<file path="src/rtl/fcpu_pkg.sv">
// Shared CPU definitions: widths, opcode constants, the memory access unit
// state type and the load/store opcode classifiers.
package fcpu_pkg;

  localparam int unsigned INSTR_W  = 6;
  localparam int unsigned RSV_ID_W = 4;
  localparam int unsigned DATA_W   = 32;
  localparam int unsigned CDB_W    = RSV_ID_W + DATA_W;

  localparam logic [INSTR_W-1:0] I_NOP     = 6'h00;
  localparam logic [INSTR_W-1:0] I_ADD     = 6'h01;
  localparam logic [INSTR_W-1:0] I_SUB     = 6'h02;
  localparam logic [INSTR_W-1:0] I_LOAD    = 6'h10;
  localparam logic [INSTR_W-1:0] I_LOADB   = 6'h11;
  localparam logic [INSTR_W-1:0] I_LOADR   = 6'h12;
  localparam logic [INSTR_W-1:0] I_LOADT   = 6'h13;
  localparam logic [INSTR_W-1:0] I_LOADTB  = 6'h14;
  localparam logic [INSTR_W-1:0] I_STORE   = 6'h18;
  localparam logic [INSTR_W-1:0] I_STOREB  = 6'h19;
  localparam logic [INSTR_W-1:0] I_STORER  = 6'h1A;
  localparam logic [INSTR_W-1:0] I_STORET  = 6'h1B;
  localparam logic [INSTR_W-1:0] I_STORETB = 6'h1C;
  localparam logic [INSTR_W-1:0] I_INPUT   = 6'h20;
  localparam logic [INSTR_W-1:0] I_OUTPUT  = 6'h21;

  typedef enum logic [2:0] {
    StIdle,
    StMemWr,
    StMemRd,
    StMemWait,
    StInWait,
    StOutWait,
    StCdb
  } mau_state_t;

  function automatic logic is_load(logic [INSTR_W-1:0] opcode);
    return opcode inside {I_LOAD, I_LOADB, I_LOADR, I_LOADT, I_LOADTB};
  endfunction

  function automatic logic is_store(logic [INSTR_W-1:0] opcode);
    return opcode inside {I_STORE, I_STOREB, I_STORER, I_STORET, I_STORETB};
  endfunction

endpackage

</file>
<file path="src/rtl/memory_access_unit.sv">
// Executes one memory or byte-I/O request at a time and returns load/input results on the CDB.
// Optional MAU_RANGE_CHECK_EN: loads/stores at or above MEM_DEPTH skip the RAM and set err_range.
module memory_access_unit
  import fcpu_pkg::*;
#(
  parameter int unsigned ADDR_W      = 16,
  parameter int unsigned MEM_DEPTH   = 1 << ADDR_W,
  parameter int unsigned MEM_LATENCY = 1
) (
  input  logic                clk,
  input  logic                nrst,
  input  logic                i_valid,
  input  logic [INSTR_W-1:0]  i_opcode,
  input  logic [RSV_ID_W-1:0] i_rsv_id,
  input  logic [DATA_W-1:0]   i_address,
  input  logic [DATA_W-1:0]   i_data,
  output logic                i_ready,
  output logic                mem_en,
  output logic                mem_we,
  output logic [ADDR_W-1:0]   mem_addr,
  output logic [DATA_W-1:0]   mem_wdata,
  input  logic [DATA_W-1:0]   mem_rdata,
  input  logic                io_rx_valid,
  input  logic [7:0]          io_rx_data,
  output logic                io_rx_ready,
  output logic                io_tx_valid,
  output logic [7:0]          io_tx_data,
  input  logic                io_tx_ready,
  output logic [CDB_W-1:0]    o_cdb,
  output logic                o_cdb_valid,
  input  logic                o_cdb_ready,
  output logic                err_range
);

  mau_state_t            state_q, state_d;
  logic [RSV_ID_W-1:0]   rob_q, rob_d;
  logic [ADDR_W-1:0]     addr_q, addr_d;
  logic [DATA_W-1:0]     data_q, data_d;
  logic [DATA_W-1:0]     result_q, result_d;
  logic [2:0]            cnt_q, cnt_d;
  logic                  err_q, err_d;
  logic                  oor;

  logic                  mem_en_d, mem_we_d;
  logic [ADDR_W-1:0]     mem_addr_d;
  logic [DATA_W-1:0]     mem_wdata_d;
  logic                  io_rx_ready_d, io_tx_valid_d;
  logic [7:0]            io_tx_data_d;
  logic                  o_cdb_valid_d;
  logic [CDB_W-1:0]      o_cdb_d;

`ifdef MAU_RANGE_CHECK_EN
  localparam logic [DATA_W:0] DepthExt = (DATA_W + 1)'(MEM_DEPTH);
  assign oor = {1'b0, i_address} >= DepthExt;
`else
  logic unused_cfg;
  assign oor        = 1'b0;
  assign unused_cfg = ^{i_address[DATA_W-1:ADDR_W], 32'(MEM_DEPTH)};
`endif

  assign i_ready   = (state_q == StIdle);
  assign err_range = err_q;

  always_comb begin
    state_d  = state_q;
    rob_d    = rob_q;
    addr_d   = addr_q;
    data_d   = data_q;
    result_d = result_q;
    cnt_d    = cnt_q;
    err_d    = err_q;
    unique case (state_q)
      StIdle: begin
        if (i_valid) begin
          rob_d  = i_rsv_id;
          addr_d = i_address[ADDR_W-1:0];
          data_d = i_data;
          if (is_store(i_opcode)) begin
            if (oor) err_d = 1'b1;
            else     state_d = StMemWr;
          end else if (is_load(i_opcode)) begin
            if (oor) begin
              err_d    = 1'b1;
              result_d = '0;
              state_d  = StCdb;
            end else begin
              state_d = StMemRd;
            end
          end else if (i_opcode == I_INPUT) begin
            state_d = StInWait;
          end else if (i_opcode == I_OUTPUT) begin
            state_d = StOutWait;
          end
        end
      end
      StMemWr: state_d = StIdle;
      StMemRd: begin
        state_d = StMemWait;
        cnt_d   = 3'(MEM_LATENCY);
      end
      StMemWait: begin
        // cnt_q == 1 marks the cycle in which the RAM data is valid
        if (cnt_q == 3'd1) begin
          result_d = mem_rdata;
          state_d  = StCdb;
        end else begin
          cnt_d = cnt_q - 3'd1;
        end
      end
      StInWait: begin
        if (io_rx_valid && io_rx_ready) begin
          result_d = {{(DATA_W-8){1'b0}}, io_rx_data};
          state_d  = StCdb;
        end
      end
      StOutWait: if (io_tx_valid && io_tx_ready) state_d = StIdle;
      StCdb:     if (o_cdb_valid && o_cdb_ready) state_d = StIdle;
      default:   state_d = StIdle;
    endcase
  end

  // Outputs are registered from the next state so they align with the state they belong to;
  // the CDB result is presented one cycle after entering StCdb.
  always_comb begin
    mem_en_d      = (state_d == StMemWr) || (state_d == StMemRd);
    mem_we_d      = (state_d == StMemWr);
    mem_addr_d    = mem_en_d ? addr_d : '0;
    mem_wdata_d   = mem_we_d ? data_d : '0;
    io_rx_ready_d = (state_d == StInWait);
    io_tx_valid_d = (state_d == StOutWait);
    io_tx_data_d  = io_tx_valid_d ? data_d[7:0] : 8'h00;
    o_cdb_valid_d = (state_q == StCdb) && (state_d == StCdb);
    o_cdb_d       = o_cdb_valid_d ? {rob_q, result_q} : '0;
  end

  always_ff @(posedge clk or negedge nrst) begin
    if (!nrst) begin
      state_q     <= StIdle;
      rob_q       <= '0;
      addr_q      <= '0;
      data_q      <= '0;
      result_q    <= '0;
      cnt_q       <= '0;
      err_q       <= 1'b0;
      mem_en      <= 1'b0;
      mem_we      <= 1'b0;
      mem_addr    <= '0;
      mem_wdata   <= '0;
      io_rx_ready <= 1'b0;
      io_tx_valid <= 1'b0;
      io_tx_data  <= '0;
      o_cdb_valid <= 1'b0;
      o_cdb       <= '0;
    end else begin
      state_q     <= state_d;
      rob_q       <= rob_d;
      addr_q      <= addr_d;
      data_q      <= data_d;
      result_q    <= result_d;
      cnt_q       <= cnt_d;
      err_q       <= err_d;
      mem_en      <= mem_en_d;
      mem_we      <= mem_we_d;
      mem_addr    <= mem_addr_d;
      mem_wdata   <= mem_wdata_d;
      io_rx_ready <= io_rx_ready_d;
      io_tx_valid <= io_tx_valid_d;
      io_tx_data  <= io_tx_data_d;
      o_cdb_valid <= o_cdb_valid_d;
      o_cdb       <= o_cdb_d;
    end
  end

endmodule

</file>
<file path="config.mk">
export PLATFORM = sky130hd
export DESIGN_NAME = memory_access_unit
export DESIGN_NICKNAME = d
export VERILOG_FILES = /design/src/rtl/fcpu_pkg.sv /design/src/rtl/memory_access_unit.sv
export SDC_FILE = /design/constraint.sdc
export NUM_CORES = 1
export LEC_CHECK = 0
export BUFFER_PORTS_ARGS = -buffer_cell sky130_fd_sc_hd__buf_2
export CELL_PAD_IN_SITES_DETAIL_PLACEMENT = 0
export CELL_PAD_IN_SITES_GLOBAL_PLACEMENT = 1
export CORE_UTILIZATION = 43
export CTS_CLUSTER_SIZE = 25
export DETAILED_ROUTE_END_ITERATION = 6
export PLACE_DENSITY_LB_ADDON = 0.1
export SETUP_SLACK_MARGIN = 0.3
export SLEW_MARGIN = 20
export SYNTH_ARGS = -nofsm -noshare
export SYNTH_HDL_FRONTEND = slang
export SYNTH_SLANG_ARGS = --single-unit
export TNS_END_PERCENT = 100
</file>
<file path="constraint.sdc">
create_clock -name clk -period 3.2 [get_ports clk]
set_clock_uncertainty 0.05 [all_clocks]
set_input_delay 0.48 -clock clk [delete_from_list [all_inputs] [get_ports clk]]
set_output_delay 0.48 -clock clk [all_outputs]
set_load 0.01 [all_outputs]
</file>
==> results of run 1 <==
## logic make-up after synthesis
kind of cell / after synthesis / synth area share
mux: 60 / 0.09749
other cells: 1 / 0.0005342
fa+ha+maj: 2 / 0.003564
buf+inv: 61 / 0.04651
compound gates: 58 / 0.05436
flops: 187 / 0.6665
simple gates: 153 / 0.1310
## registers in the layout, summed over array words and instances (netlist names), 3 cells and up
register,flops
cnt_q,3
mem_addr,16
o_cdb,36
rob_q,4
data_q,32
result_q,32
state_q,3
mem_wdata,32
io_tx_data,8
addr_q,16
## placed cells by master, fill, tap and decap left out, types with 3 or more instances in the layout
cell,instances
sky130_fd_sc_hd__buf_2,200
sky130_fd_sc_hd__dfrtp_1,187
sky130_fd_sc_hd__and2_1,84
sky130_fd_sc_hd__mux2_2,47
sky130_fd_sc_hd__inv_1,28
sky130_fd_sc_hd__nand3_1,27
sky130_fd_sc_hd__o21ai_0,24
sky130_fd_sc_hd__clkbuf_16,17
sky130_fd_sc_hd__buf_4,13
sky130_fd_sc_hd__a211oi_1,11
sky130_fd_sc_hd__nor2_1,10
sky130_fd_sc_hd__a21oi_1,9
sky130_fd_sc_hd__nand4_1,8
sky130_fd_sc_hd__mux2i_1,8
sky130_fd_sc_hd__nand2_1,6
sky130_fd_sc_hd__mux2_4,5
sky130_fd_sc_hd__nor2b_1,3
sky130_fd_sc_hd__o21ai_1,3
sky130_fd_sc_hd__and3_1,3
sky130_fd_sc_hd__bufinv_16,3
sky130_fd_sc_hd__inv_8,3
sky130_fd_sc_hd__inv_6,3
## power by group
part	switching (mW)	total (mW)	internal [mW]
registers	0.265	3.32	3.05
logic	1.04	1.92	0.884
clock network	0.927	2.20	1.27
## layout make-up
cell class | count | area share
well taps | 216 | 0.03069
flip-flops and latches | 187 | 0.5315
clock inverters | 14 | 0.02089
clock buffers | 18 | 0.04988
inverters | 28 | 0.01194
multi-input cells | 274 | 0.2288
repair buffers | 214 | 0.1263
## critical path: stages (launching register included)
cell                       delay [ps]
sky130_fd_sc_hd__dfrtp_1          500
sky130_fd_sc_hd__nor4b_4          510
sky130_fd_sc_hd__buf_4            540
sky130_fd_sc_hd__mux2_4           270
sky130_fd_sc_hd__nand4_1           70
sky130_fd_sc_hd__a211oi_1         280
## stage by stage
stage | cell area (um^2) | total power, mW | util | worst slack (ps) | hold WS [ps]
after floorplan | 7020 | 4.777 | - | 1450 | 134.4
after global placement | 8182 | 5.210 | 0.5150 | 906.7 | 407.7
after detailed placement | 8182 | 5.318 | 0.5150 | 850.7 | 413.5
after CTS | 8805 | 7.539 | 0.5543 | 818.2 | 54.75
after global routing | 8805 | 7.913 | 0.5543 | 726.5 | 66.39
final | 8805 | 7.439 | 0.5543 | 863.5 | 26.87
## per-layer routing
layer  share of wire  vias to the layer above
met5          0.0012                        -
met4           0.016                        4
met3           0.083                       21
met2            0.49                      134
met1            0.41                     2176
li1                -                     2131
## path summary, 6_finish.rpt
kind	start	end	slack, ps	cells after the start
min reg2reg	result_q[4]$_DFFE_PN0P_	o_cdb[4]$_DFF_PN0_	430	1
min	nrst	mem_wdata[0]$_DFF_PN0_	30	1
min in group clk	mem_rdata[21]	result_q[21]$_DFFE_PN0P_	230	3
max reg2reg	state_q[0]$_DFF_PN0_	io_tx_data[3]$_DFF_PN0_	860	5
max	state_q[0]$_DFF_PN0_	io_tx_data[3]$_DFF_PN0_	860	5
max in group asynchronous	nrst	data_q[7]$_DFF_PN0_	2150	2
==> results_tabular.tex, run 1 <==
\begin{tabular}{lr}
\hline
Metric & Value \\
\hline
\multicolumn{2}{l}{\textbf{Power}} \\
Static leakage & 4.616 nW \\
Peak supply drop & 0.0003923 V \\
PwrDens & 844.9 nW/um\^{}2 \\
\multicolumn{2}{l}{\textbf{Layout}} \\
Layout Nets & 844 \\
Layout cell share with drive strength beyond 1 & 0.4150 \\
Number of standard cells in the layout, taps in and fillers out & 951 \\
Total area of sequential cells & 4679 um\^{}2 \\
Relative area change from synthesis to final layout & 25.41\% \\
Number of fill cells in the layout & 1456 \\
Multi-input logic area & 2014 um\^{}2 \\
Antenna diode count & 0 \\
\multicolumn{2}{l}{\textbf{Worst setup path}} \\
Critical Path Source Type & flip-flop \\
Data arrival time of the critical path & 2600 ps \\
Category of the worst setup path capture point & flip-flop \\
Critical path peak fanout & 35 \\
WP data required & 3460 ps \\
Critical Setup Path Class & reg -> reg \\
\multicolumn{2}{l}{\textbf{GRT}} \\
Global route hottest layer & met2 \\
Maximum number of pins on one net before global-route repair & 80 \\
Met2 Track Usage GR & 0.2951 \\
Met1 routing resource usage after global routing & 0.2162 \\
Met3 Resource Use GR & 0.06806 \\
Global router's overall resource usage & 0.1802 \\
Initial antenna violation count & 2 \\
Grt total ovfl & 0 \\
Vias in the first global route & 4551 \\
Wire length of the first global-routing pass & 22.88 mm \\
\multicolumn{2}{l}{\textbf{Die}} \\
Floorplan row count & 46 \\
Die outline width & 129.8 um \\
Die span in y & 129.8 um \\
Full die area & 16840 um\^{}2 \\
Initial Utilization & 0.4420 \\
Area of the placeable core & 15890 um\^{}2 \\
I/O Pins & 219 \\
\multicolumn{2}{l}{\textbf{Yosys}} \\
Netlist area before placement & 7020 um\^{}2 \\
Avg Cell Area, Syn & 13.45 um\^{}2 \\
\#FFs+latches synth & 187 \\
Most instantiated library cell after synthesis & sky130\_fd\_sc\_hd\_\_dfrtp\_1 \\
Sequential fraction of the synthesis area & 0.6665 \\
FFs w/ async S/R, synth & 1.000 \\
Synth cell count leaders & 187 x sky130\_fd\_sc\_hd\_\_dfrtp\_1, 84 x sky130\_fd\_sc\_hd\_\_and2\_1, 47 x sky130\_fd\_sc\_hd\_\_mux2\_2 \\
Number of synthesis warnings & 0 \\
Cells after Synth & 522 \\
Count of distinct cell types in the synthesized netlist & 45 \\
Post-synth EDFFs & 0 \\
Leading cell types by total area after synthesis & sky130\_fd\_sc\_hd\_\_dfrtp\_1 67\%, sky130\_fd\_sc\_hd\_\_mux2\_2 7.5\%, sky130\_fd\_sc\_hd\_\_and2\_1 7.5\% \\
Cell type contributing the most total cell area after synthesis & sky130\_fd\_sc\_hd\_\_dfrtp\_1 \\
Ys flop type & sky130\_fd\_sc\_hd\_\_dfrtp\_1 \\
Syn\_nets & 644 \\
Top-area cell type share of the netlist area & 0.6665 \\
\multicolumn{2}{l}{\textbf{CTS}} \\
Longest Clk Path Bufs & 2 \\
Clk Tree Root Cell & sky130\_fd\_sc\_hd\_\_clkbuf\_16 \\
Clk\_lat worst skew & 420 ps \\
Number of gates given a new drive strength after cts & 0 \\
Clock transition at the registers of the reported paths & 70 ps \\
Num Clock Sinks & 187 \\
TritonCTS clock tree & built \\
Number of hold buffers added after cts & 0 \\
Buffers inserted by post-CTS timing repair & 0 \\
H-tree lvl count & 4 \\
Num CTS Buffers & 17 \\
\multicolumn{2}{l}{\textbf{Detailed routing}} \\
Routed vias/inst & 4.696 \\
Vias & 4466 \\
DRC violation count after routing & 0 \\
DRT Pass-1 Iters & 4 \\
Wirelength, routed & 14.35 mm \\
Number of nets still failing antenna checks after routing & 0 \\
DRC marker count from the first detailed-route iteration & 155 \\
WL per Instance & 15.08 um \\
\multicolumn{2}{l}{\textbf{Timing}} \\
Maximum achievable frequency & 428.0 MHz \\
Fin crit period & 2336 ps \\
Setup Total Neg Slack & 0 ps \\
Final Max Slew Viols & 0 \\
RSZ-0062 raised after global routing & no \\
Slew of the pin with the lowest slew margin & 647.2 ps \\
Count of endpoints failing hold in the final timing report & 0 \\
Endpoints failing setup & 0 \\
Share of the clock period used by the worst path & 0.7302 \\
Max-Slew Margin vs Limit & 0.5685 \\
\multicolumn{2}{l}{\textbf{Min path}} \\
Min-Delay Path Class & in -> async \\
\multicolumn{2}{l}{\textbf{Place}} \\
Placed cell count & 919 \\
Number of I/O port buffers & 201 \\
Final weighted congestion in routability-driven placement & 0.7207 \\
Placed wire-length estimate after detailed placement & 9.867 mm \\
\multicolumn{2}{l}{\textbf{Flow run}} \\
Max cap viols & 0 \\
\multicolumn{2}{l}{\textbf{Status}} \\
Run status & finished clean \\
\hline
\end{tabular}
Note: power is estimated with default switching activity, not from simulation.
==> run 2, diff against run 1 <==
--- a/config.mk
+++ b/config.mk
@@ -8,7 +8,7 @@
 export BUFFER_PORTS_ARGS = -buffer_cell sky130_fd_sc_hd__buf_2
 export CELL_PAD_IN_SITES_DETAIL_PLACEMENT = 0
 export CELL_PAD_IN_SITES_GLOBAL_PLACEMENT = 1
-export CORE_UTILIZATION = 43
+export CORE_UTILIZATION = 40
 export CTS_CLUSTER_SIZE = 25
 export DETAILED_ROUTE_END_ITERATION = 6
 export PLACE_DENSITY_LB_ADDON = 0.1
==> constraint.sdc (replaced) <==
create_clock -name clk -period 2.3 [get_ports clk]
set_clock_uncertainty 0.05 [all_clocks]
set_input_delay 0.345 -clock clk [delete_from_list [all_inputs] [get_ports clk]]
set_output_delay 0.345 -clock clk [all_outputs]
set_load 0.01 [all_outputs]
==> results_tabular.tex, run 2 (synthesis gave the netlist of run 1 again) <==
\begin{tabular}{lr}
\hline
Metric & Value \\
\hline
\multicolumn{2}{l}{\textbf{Status}} \\
Run status & finished clean (unchanged) \\
\multicolumn{2}{l}{\textbf{Place}} \\
Final weighted congestion in routability-driven placement & 0.7510 (was 0.7207) \\
Pre-CTS WS & 173.9 ps (was 850.7 ps) \\
Number of I/O port buffers & 201 (unchanged) \\
Placed wire-length estimate after detailed placement & 9.854 mm (was 9.867 mm) \\
\multicolumn{2}{l}{\textbf{Die}} \\
Area of the placeable core & 17240 um\^{}2 (was 15890 um\^{}2) \\
Die outline width & 134.5 um (was 129.8 um) \\
I/O Pins & 219 (unchanged) \\
Floorplan row count & 48 (was 46) \\
Initial Utilization & 0.4073 (was 0.4420) \\
Full die area & 18080 um\^{}2 (was 16840 um\^{}2) \\
Die span in y & 134.5 um (was 129.8 um) \\
\multicolumn{2}{l}{\textbf{Worst setup path}} \\
Gate family responsible for the most delay along the worst path & buffers and inverters (was simple AND/OR/NAND/NOR gates) \\
Critical Path Source Type & flip-flop (unchanged) \\
Critical Setup Path Class & reg -> reg (unchanged) \\
Category of the worst setup path capture point & flip-flop (unchanged) \\
Critical path peak fanout & 27 (was 35) \\
Number of cells on the worst reg-to-reg path & 5 (unchanged) \\
Start of the worst register-to-register path & state\_q[1]\$\_DFF\_PN0\_ (was state\_q[0]\$\_DFF\_PN0\_) \\
Critical-path top delay cell & sky130\_fd\_sc\_hd\_\_dfrtp\_1 (was sky130\_fd\_sc\_hd\_\_buf\_4) \\
Worst path cell trace & nor4b\_4 -> buf\_4 -> bufbuf\_16 -> mux2\_2 -> and2\_1 (was nor4b\_4 -> buf\_4 -> mux2\_4 -> nand4\_1 -> a211oi\_1) \\
Total buffers and inverters traversed by the critical path & 2 (was 1) \\
Endpoint of the most critical register-to-register path & mem\_wdata[9]\$\_DFF\_PN0\_ (was io\_tx\_data[3]\$\_DFF\_PN0\_) \\
Data arrival time of the critical path & 2140 ps (was 2600 ps) \\
WP data required & 2560 ps (was 3460 ps) \\
Minimum setup slack among reg-to-reg paths & 420 ps (was 860 ps) \\
Crit. Startpoint & state\_q[1]\$\_DFF\_PN0\_ (was state\_q[0]\$\_DFF\_PN0\_) \\
Highest cell delay on the worst timing path & 410 ps (was 540 ps) \\
\multicolumn{2}{l}{\textbf{Timing}} \\
RSZ-0062 raised after global routing & no (unchanged) \\
Count of endpoints failing hold in the final timing report & 0 (unchanged) \\
Share of the clock period used by the worst path & 0.8175 (was 0.7302) \\
Final-layout worst hold slack & 88.30 ps (was 26.87 ps) \\
Endpoints failing setup & 0 (unchanged) \\
Setup Total Neg Slack & 0 ps (unchanged) \\
Fin crit period & 1880 ps (was 2336 ps) \\
Maximum achievable frequency & 531.9 MHz (was 428.0 MHz) \\
Least setup slack across all paths after layout & 419.9 ps (was 863.5 ps) \\
Max-Slew Margin vs Limit & 0.6460 (was 0.5685) \\
Slew of the pin with the lowest slew margin & 531.0 ps (was 647.2 ps) \\
Final Max Slew Viols & 0 (unchanged) \\
\multicolumn{2}{l}{\textbf{Detailed routing}} \\
Routed vias/inst & 4.694 (was 4.696) \\
DRC violation count after routing & 0 (unchanged) \\
DRC marker count from the first detailed-route iteration & 148 (was 155) \\
DRT Pass-1 Iters & 4 (unchanged) \\
Wirelength, routed & 14.75 mm (was 14.35 mm) \\
Number of nets still failing antenna checks after routing & 0 (unchanged) \\
WL per Instance & 15.29 um (was 15.08 um) \\
Vias & 4530 (was 4466) \\
\multicolumn{2}{l}{\textbf{CTS}} \\
TritonCTS clock tree & built (unchanged) \\
Num CTS Buffers & 17 (unchanged) \\
Clk Tree Root Cell & sky130\_fd\_sc\_hd\_\_clkbuf\_16 (unchanged) \\
Num Clock Sinks & 187 (unchanged) \\
H-tree lvl count & 4 (unchanged) \\
Longest Clk Path Bufs & 2 (unchanged) \\
Clk\_lat worst skew & 430 ps (was 420 ps) \\
Clock transition at the registers of the reported paths & 70 ps (about the same) \\
\multicolumn{2}{l}{\textbf{Power}} \\
Power, Total & 10.30 mW (was 7.439 mW) \\
Peak supply drop & 0.0005294 V (was 0.0003923 V) \\
PwrDens & 1156 nW/um\^{}2 (was 844.9 nW/um\^{}2) \\
Static leakage & 4.654 nW (was 4.616 nW) \\
\multicolumn{2}{l}{\textbf{Layout}} \\
Flip-flop count of the largest register after layout & 36 (unchanged) \\
Commonest non-fill, non-tap cell in the layout & sky130\_fd\_sc\_hd\_\_buf\_2 (unchanged) \\
Relative area change from synthesis to final layout & 26.93\% (was 25.41\%) \\
Layout cell share with drive strength beyond 1 & 0.4149 (was 0.4150) \\
Layout Nets & 849 (was 844) \\
Highest-count cells in the layout ignoring fill and taps & 200 x sky130\_fd\_sc\_hd\_\_buf\_2, 187 x sky130\_fd\_sc\_hd\_\_dfrtp\_1, 84 x sky130\_fd\_sc\_hd\_\_and2\_1 (unchanged) \\
Largest Register & o\_cdb (unchanged) \\
Antenna diode count & 0 (unchanged) \\
\multicolumn{2}{l}{\textbf{GRT}} \\
Wire length of the first global-routing pass & 23.86 mm (was 22.88 mm) \\
Grt total ovfl & 0 (unchanged) \\
Maximum number of pins on one net before global-route repair & 65 (was 80) \\
Initial antenna violation count & 0 (was 2) \\
Vias in the first global route & 4642 (was 4551) \\
Global router's overall resource usage & 0.1732 (was 0.1802) \\
\multicolumn{2}{l}{\textbf{Min path}} \\
Endpoint of the worst hold path & result\_q[23]\$\_DFFE\_PN0P\_ \\
WHS Path Cells & 3 \\
Min-Delay Path Class & in -> reg (was in -> async) \\
Hold\_sp & mem\_rdata[23] \\
\multicolumn{2}{l}{\textbf{Flow run}} \\
Max cap viols & 0 (unchanged) \\
\hline
\end{tabular}
[run 2: cell count changes in the layout (fill, tap and decap cells not counted), moves of 2 or more]
cell / before / now
sky130_fd_sc_hd__buf_12: 0 / 5
sky130_fd_sc_hd__clkbuf_1: 0 / 3
sky130_fd_sc_hd__inv_8: 3 / 0
sky130_fd_sc_hd__buf_4: 13 / 11
sky130_fd_sc_hd__inv_6: 3 / 1
[run 2: power by group]
group	internal, mW	total (mW)	switching (mW)
logic	1.34	2.87	1.53
registers	4.25	4.56	0.314
clock network	1.66	2.87	1.21
total	7.24	10.3	3.06
[run 2: worst max path at each step]
stage                                   end  slack, ps  depth (start not counted)
global placement     mem_addr[15]$_DFF_PN0_        240                          4
finish               mem_wdata[9]$_DFF_PN0_        420                          5
floorplan           mem_wdata[28]$_DFF_PN0_        550                          6
global route        mem_wdata[10]$_DFF_PN0_        320                          5
CTS                   mem_addr[3]$_DFF_PN0_        400                          5
detailed placement   mem_addr[15]$_DFF_PN0_        170                          4
[run 2: layout make-up]
type                    instances  area, um^2
fillers                      1551        8325
clock inverters                10       116.4
inverters                      28       105.1
clock buffers                  22       464.2
multi-input cells             274        2024
well taps                     225       281.5
flip-flops and latches        187        4679
repair buffers                219        1240
[run 2: per-stage QoR]
step,util,std cells,area (um^2)
2_1_floorplan,-,522,7020
3_3_place_gp,0.4798,930,8270
3_5_place_dp,0.4798,930,8270
4_1_cts,0.5165,965,8902
5_1_grt,0.5170,965,8911
6_report,0.5170,965,8911
[run 2: repair_timing]
item	in CTS	in global routing
gates resized for setup	1	1
endpoints found under the setup margin	19	1
cloned	1	0
hold buffers	1	0
hold endpoints to repair	59	0
pin swaps	1	0
buffers inserted	1	0
[run 2: metal layers]
metal | wire length [um] | up-vias | track usage | share of wire
li1 | - | 2138 | - | -
met1 | 6306 | 2224 | 0.2163 | 0.43
met2 | 7033 | 149 | 0.2761 | 0.48
met3 | 1187 | 19 | 0.06156 | 0.080
met4 | 226 | 0 | 0.06742 | 0.015
met5 | 0 | - | 0 | 0
[run 2: worst register-to-register path: cells and delay by family (launching register included)]
| kind | cells | cell delay, ps |
|---|---|---|
| and+or+nand+nor | 2 | 400 |
| buffers and inverters | 2 | 540 |
| muxes | 1 | 370 |
| DFF | 1 | 410 |
